## config.mk

```make
export PLATFORM = sky130hd
export DESIGN_NAME = super_fec_i3_enc
export DESIGN_NICKNAME = d
export VERILOG_FILES = /design/src/rtl/super_fec_i3_enc.sv
export SDC_FILE = /design/constraint.sdc
export NUM_CORES = 2
export LEC_CHECK = 0
export CAP_MARGIN = 5
export CORE_MARGIN = 3
export CORE_UTILIZATION = 40
export CTS_CLUSTER_DIAMETER = 200
export DETAILED_ROUTE_END_ITERATION = 8
export GPL_ROUTABILITY_DRIVEN = 0
export HOLD_SLACK_MARGIN = 0.05
export PLACE_DENSITY = 0.63
export SYNTH_ARGS = -nofsm -noshare
export SYNTH_HDL_FRONTEND = slang
export SYNTH_SLANG_ARGS = --single-unit
```

## constraint.sdc

```tcl
create_clock -name iclk -period 8.07 [get_ports iclk]
set_clock_uncertainty 0.15 [all_clocks]
set_input_delay 1.614 -clock iclk [delete_from_list [all_inputs] [get_ports iclk]]
set_output_delay 1.614 -clock iclk [all_outputs]
set_load 0.01 [all_outputs]
```

## src/rtl/super_fec_i3_enc.sv

```systemverilog
// -----------------------------------------------------------------------------
// super_fec_i3_enc
//   Systematic encoder for the super-FEC frame. A frame is 255 words of
//   128 bits. Words 0..238 are data and are echoed to the output. Words
//   239..254 are parity: 16 interleaved lanes, each a degree-128 polynomial
//   LFSR that absorbs 8 bits per data word and is then shifted out 8 bits per
//   parity word.
//
//   Lane l owns word bits l+16*b (b=0..7); b=0 is fed first, which places it
//   at the highest degree of the lane message.
//
// Ports
//   iclk     in   1    clock, rising edge
//   ireset   in   1    asynchronous active-low reset
//   iclkena  in   1    clock enable; every register holds while low
//   ival     in   1    input word valid
//   isop     in   1    start of frame (qualified by ival); aborts any frame
//   idat     in   128  input word (ignored during parity words)
//   oval     out  1    output word valid (1 cycle after ival)
//   osop     out  1    marks output word 0 of a frame
//   odat     out  128  data copy or parity word
// -----------------------------------------------------------------------------
module super_fec_i3_enc #(
  parameter logic [127:0] pPOLY       = 128'h87,
  parameter int           pDATA_WORDS = 239,
  parameter int           pCODE_WORDS = 255
) (
  input  logic         iclk,
  input  logic         ireset,
  input  logic         iclkena,
  input  logic         ival,
  input  logic         isop,
  input  logic [127:0] idat,
  output logic         oval,
  output logic         osop,
  output logic [127:0] odat
);

  localparam int         LANES    = 16;
  localparam int         BITS     = 8;
  localparam int         W        = 128;
  localparam logic [7:0] LAST_IDX = 8'(pCODE_WORDS - 1);
  localparam logic [7:0] DATA_END = 8'(pDATA_WORDS);

  // cnt_q is the index the next valid word takes unless it carries isop.
  logic [7:0]              cnt_q, cnt_d;
  logic [LANES-1:0][W-1:0] lane_q, lane_d;
  logic                    oval_q, oval_d;
  logic                    osop_q, osop_d;
  logic [W-1:0]            odat_q, odat_d;

  logic [7:0]              widx;
  logic [W-1:0]            r;
  logic                    fb;

  always_comb begin
    // NOTE: every variable written here gets a default first, so no latch can be inferred.
    cnt_d  = cnt_q;
    lane_d = lane_q;
    odat_d = odat_q;
    oval_d = 1'b0;
    osop_d = 1'b0;
    widx   = isop ? 8'd0 : cnt_q;
    r      = '0;
    fb     = 1'b0;

    if (ival) begin
      cnt_d  = (widx == LAST_IDX) ? 8'd0 : widx + 8'd1;
      oval_d = 1'b1;
      osop_d = (widx == 8'd0);

      if (widx < DATA_END) begin
        odat_d = idat;
        for (int l = 0; l < LANES; l++) begin
          // Word 0 (explicit isop or wrap) starts every lane from a clean register.
          r = (widx == 8'd0) ? '0 : lane_q[l];
          // NOTE: r is a blocking temporary so the 8 serial LFSR steps chain within one cycle.
          for (int b = 0; b < BITS; b++) begin
            fb = r[W-1] ^ idat[l + LANES*b];
            r  = {r[W-2:0], 1'b0} ^ (fb ? pPOLY : '0);
          end
          lane_d[l] = r;
        end
      end else begin
        // Parity: top byte of each lane goes out interleaved, lane shifts up 8.
        for (int l = 0; l < LANES; l++) begin
          for (int b = 0; b < BITS; b++) begin
            odat_d[l + LANES*b] = lane_q[l][W-1-b];
          end
          lane_d[l] = {lane_q[l][W-1-BITS:0], {BITS{1'b0}}};
        end
      end
    end
  end

  // NOTE: state uses non-blocking assignments, and the lane array is reset like any
  // other flop because a mid-frame reset must leave no stale parity behind.
  always_ff @(posedge iclk or negedge ireset) begin
    if (!ireset) begin
      cnt_q  <= '0;
      lane_q <= '0;
      oval_q <= 1'b0;
      osop_q <= 1'b0;
      odat_q <= '0;
    end else if (iclkena) begin
      cnt_q  <= cnt_d;
      lane_q <= lane_d;
      oval_q <= oval_d;
      osop_q <= osop_d;
      odat_q <= odat_d;
    end
  end

  assign oval = oval_q;
  assign osop = osop_q;
  assign odat = odat_q;

endmodule

```

==> flow_results.org <==
** Status
- The run finished with clean final reports.

** GRT
- Total grt overflow :: 0
- Pin count of the biggest net entering global routing :: 217
- Total GRT Usage :: 18.41%
- Global-route wire length before repair :: between 300000 and 400000 um
- Via count of the first global-routing pass :: 55980
- Antenna violations before repair :: 8

** Clock tree
- H-tree depth :: 4
- Post-CTS Setup Repair Bufs :: 0
- Clock transition at path regs :: 0.06 ns
- Post-CTS Hold Buffers :: 0
- CTS root buf :: sky130_fd_sc_hd__clkbuf_16
- Clock tree from TritonCTS :: done
- Maximum count of clock buffers along a single path :: 3
- Count of cells resized by post-cts repair :: 0
- The number of clock buffers added by TritonCTS is ~210.
- Clk Latency, worst-skew pair :: about 0.85 ns
- CTS saw 2186 sinks.

** Floorplan
- The initialized floorplan defines 170 standard-cell rows.
- The floorplan step defined a core boundary enclosing roughly 0.22 mm2.
- The floorplan step set the die height to approximately 470 um.
- For this design the top-level I/O count stands at around 260.
- Area of the die :: roughly 0.22 mm2
- Effective utilization at floorplan :: ~40%
- The die is 472.5 um wide.

** Timing
- Setup violations remaining at the end of the flow were counted as 0.
- For the pin with the worst max-slew slack, the measured transition is between 1 and 1.5 ns.
- Number of max-slew violations in the final report :: 0
- Min Tclk post-route :: around 4.9 ns
- Hold Worst Slack :: between 0.3 and 0.4 ns
- Hold Fails Final Rpt :: 0
- Setup repair after global routing missed its margin :: false
- Measured against its own limit, the worst slew margin works out to 27.33%.
- Final period util :: approximately three fifths
- Highest attainable clock frequency :: about 0.21 GHz
- Summed negative setup slack over all endpoints :: 0 ns

** Synth
- In this run the mean area of a mapped cell was 12.97 um2.
- For this run, the leading register cell type out of synthesis is sky130_fd_sc_hd__dfrtp_1.
- Summing the areas of all compound-gate instances in the mapped netlist gives about a quarter of the synthesized area.
- Part of the Yosys area used for sequential elements :: between 60% and 70%
- Synth Area in XOR/XNOR :: under 10%
- Synthesis produced approximately 6700 cells.
- Area of the mapped netlist :: about 0.087 mm2
- Multiplexer share of the synthesized area :: 0.1840%
- Post-synthesis simple-gate area fraction :: 3.368%
- Largest family of logic cells by synthesized area :: compound AO/OA/AOI/OAI gates
- During synthesis, Yosys emitted a total of 0 warnings.
- The synthesized design contains 2186 register bits.
- Counting distinct cell types in the post-synthesis netlist gives 38.
- Number of synthesized flops with an enable pin :: 0
- Synthesis produced a netlist with a net count of between 6000 and 7000.
- For this run, asynchronously set or reset flops after synthesis account for 100.0%.
- Area share of fa/ha/maj cells after synthesis :: less than 1%

** Worst hold path
- Capture endpoint of the worst hold path :: lane_q[1141]
- Worst hold-check path type :: reg -> reg
- Hold Path Depth :: 1
- The worst hold path begins at lane_q[1133].

** Routing
- Average wire per cell in the routed design :: about 21 um
- Post-Route M1 WL :: between 90000 and 100000 um
- Summed over all nets, wire length on met3 after detailed routing comes to approximately 8800 um.
- Count of routing violations after the opening detailed-route iteration :: between 4000 and 5000
- After detailed routing, the number of remaining DRC violations is 0.
- The first detailed-routing pass ran for 5 iterations.
- In this run the remaining antenna-violating nets after routing total 0.
- Routed WL :: roughly 210000 um
- After detailed routing, no signal wire sits above met5.
- Vias after detailed routing :: between 50000 and 60000
- Detailed-routed wire length on met2 :: 96670 um
- Vias per inst :: between 5 and 6

** Worst setup path
- The setup path with the least slack is of type in -> reg.
- For this run, the slowest stage of the critical path takes around 0.79 ns.
- Endpoint type of the worst setup path :: flip-flop
- STA puts the critical path data arrival time at about 5.5 ns.
- Critical path data required time :: between 8 and 9 ns
- Cell mode on critical path :: sky130_fd_sc_hd__buf_4
- Startpoint of the most critical register-to-register path :: cnt_q[1]
- Maximum fanout along the worst path :: slightly below 90
- Critical Path Start Type :: input pin
- Worst r2r dst :: lane_q[1779]
- Counting both buffers and inverters, the worst setup path holds a total of 4.
- Register-to-Register Setup Slack :: around 4.4 ns
- Series of cell instances along the critical path :: clkdlybuf4s50_1 > nor2b_1 > inv_1 > ha_1 > nor3b_4 > buf_4 > a21oi_4 > and2_4 > buf_4 > a22o_1
- The cell family contributing the most delay on the critical path is buffers and inverters.
- R2R cell count :: 9
- Slowest-stage cell, CP :: sky130_fd_sc_hd__buf_4

** Pwr
- Dividing total power by cell area gives a power density of between 200 and 250 mW/mm2.
- Sequential cells account for 48.2% of the total power.
- Leakage power :: between 0.04 and 0.05 uW
- In this run, the combinational gates consume roughly a tenth of the power.
- The internal power of the cells totals ~18000 uW.
- Switching component of the power :: approximately 6200 uW
- Switching part of the total :: between 20% and 30%
- VDD sags by at most between 0.2 and 0.25 mV.
- Clock Power Share :: 42.5%

** Placement
- Input and output buffers added on the ports amount to 262.
- Detailed placer's ending HPWL :: around 120000 um

** Final layout
- Most used cells in the layout excluding fill and tap cells :: 2186 x sky130_fd_sc_hd__dfrtp_1, 1812 x sky130_fd_sc_hd__a22o_1, 420 x sky130_fd_sc_hd__nand2_1, 338 x sky130_fd_sc_hd__xnor2_1, 261 x sky130_fd_sc_hd__clkdlybuf4s50_1
- After the last flow step, the layout net total stands at ~6800.
- Counting the fill cells in the layout gives between 15000 and 20000.
- Leaving out fill and tap cells, the most frequent cell in the layout is sky130_fd_sc_hd__dfrtp_1.
- Share of post-route cells with drive strength above 1 :: under 10%
- Area of the multi-input gates :: a little under 0.03 mm2
- Area growth, synth to finish :: 14.19%
- Registers take ~0.055 mm2.

** Run
- Across the run, the number of max-cap violations was 0.
[logic make-up (layout without fill, tap and decap cells)]
kind of cell	Yosys count	in the layout
other cells	0	5
flops	2186	2186
fa+ha+maj	3	3
buf+inv	647	783
mux	16	16
xor+xnor	563	563
compound gates	2577	2577
simple gates	718	718
[worst reg2reg max path, stage by stage (launching register included)]
cell,delay [ns]
sky130_fd_sc_hd__dfrtp_1,0.33
sky130_fd_sc_hd__nor2b_1,0.31
sky130_fd_sc_hd__inv_1,0.08
sky130_fd_sc_hd__ha_1,0.27
sky130_fd_sc_hd__nor3b_4,0.17
sky130_fd_sc_hd__buf_4,0.29
sky130_fd_sc_hd__a21oi_4,0.26
sky130_fd_sc_hd__and2_4,0.65
sky130_fd_sc_hd__buf_4,0.80
sky130_fd_sc_hd__a22o_1,0.31
[cell usage after synthesis (6+ instances only)]
| cell type | number | area (um2) |
|---|---|---|
| sky130_fd_sc_hd__o21ai_1 | 95 | 475.5 |
| sky130_fd_sc_hd__dfrtp_1 | 2186 | 54700 |
| sky130_fd_sc_hd__a31oi_1 | 193 | 1207 |
| sky130_fd_sc_hd__inv_1 | 8 | 30.03 |
| sky130_fd_sc_hd__nand2_1 | 423 | 1588 |
| sky130_fd_sc_hd__nand3_1 | 20 | 100.1 |
| sky130_fd_sc_hd__buf_2 | 230 | 1151 |
| sky130_fd_sc_hd__xnor2_1 | 338 | 2960 |
| sky130_fd_sc_hd__a211o_1 | 64 | 560.5 |
| sky130_fd_sc_hd__a21oi_1 | 35 | 175.2 |
| sky130_fd_sc_hd__xor2_1 | 193 | 1690 |
| sky130_fd_sc_hd__o211ai_1 | 118 | 885.9 |
| sky130_fd_sc_hd__nor2_1 | 197 | 739.5 |
| sky130_fd_sc_hd__o211ai_2 | 58 | 725.7 |
| sky130_fd_sc_hd__xor2_2 | 32 | 520.5 |
| sky130_fd_sc_hd__nand4_1 | 17 | 106.4 |
| sky130_fd_sc_hd__o21ai_0 | 69 | 345.3 |
| sky130_fd_sc_hd__a211oi_1 | 128 | 960.9 |
| sky130_fd_sc_hd__clkbuf_1 | 385 | 1445 |
| sky130_fd_sc_hd__and3_1 | 49 | 306.5 |
| sky130_fd_sc_hd__buf_6 | 6 | 67.56 |
| sky130_fd_sc_hd__mux2i_1 | 16 | 160.2 |
| sky130_fd_sc_hd__buf_1 | 14 | 52.55 |
| sky130_fd_sc_hd__a22o_1 | 1812 | 15870 |
[per-stage QoR]
stage	cells	setup slack, ns	power (uW)	util, %	cell area (um2)
after floorplan	6710	4.077	13250	-	87050
after global placement	9283	2.410	14290	42.65	91890
after CTS	9684	3.278	24890	46.13	99390
after global routing	9686	2.962	25580	46.13	99400
after detailed placement	9283	2.349	14340	42.65	91890
final	9689	3.210	24580	46.13	99400
[sequential cells by signal, indices dropped and copies added (netlist names)]
signal	cells
lane_q	2048
odat	128
cnt_q	8
osop	1
oval	1
[how the worst max path moves through the flow]
stage	from	end	depth (start not counted)
finish	isop	lane_q[1779]	10
global route	isop	lane_q[1779]	10
CTS	isop	lane_q[256]	8
floorplan	isop	lane_q[12]	12
detailed placement	isop	lane_q[256]	8
global placement	isop	lane_q[641]	8
[metal layers]
metal | up-vias | GRT usage, %
li1 | 24910 | -
met1 | 28910 | 25.39
met2 | 1126 | 29.20
met3 | 331 | 2.884
met4 | 6 | 7.401
met5 | - | 0
[final cells by class]
class | instances | share of cell area (%)
diodes | 5 | 0.01259
clock buffers | 304 | 6.139
multi-input cells | 3877 | 29.81
repair buffers | 374 | 4.005
clock inverters | 97 | 1.403
inverters | 8 | 0.03021
well taps | 2838 | 3.572
flip-flops and latches | 2186 | 55.03
[power groups by stage]
stage | logic [uW] | registers [uW] | clock network, uW
finish | 2280 | 11800 | 10500
global route | 2510 | 11900 | 11200
CTS | 2320 | 11800 | 10700
detailed placement | 2300 | 12000 | 0
global placement | 2260 | 12000 | 0
floorplan | 1300 | 12000 | 0
Power figures use the tool's default switching activity.
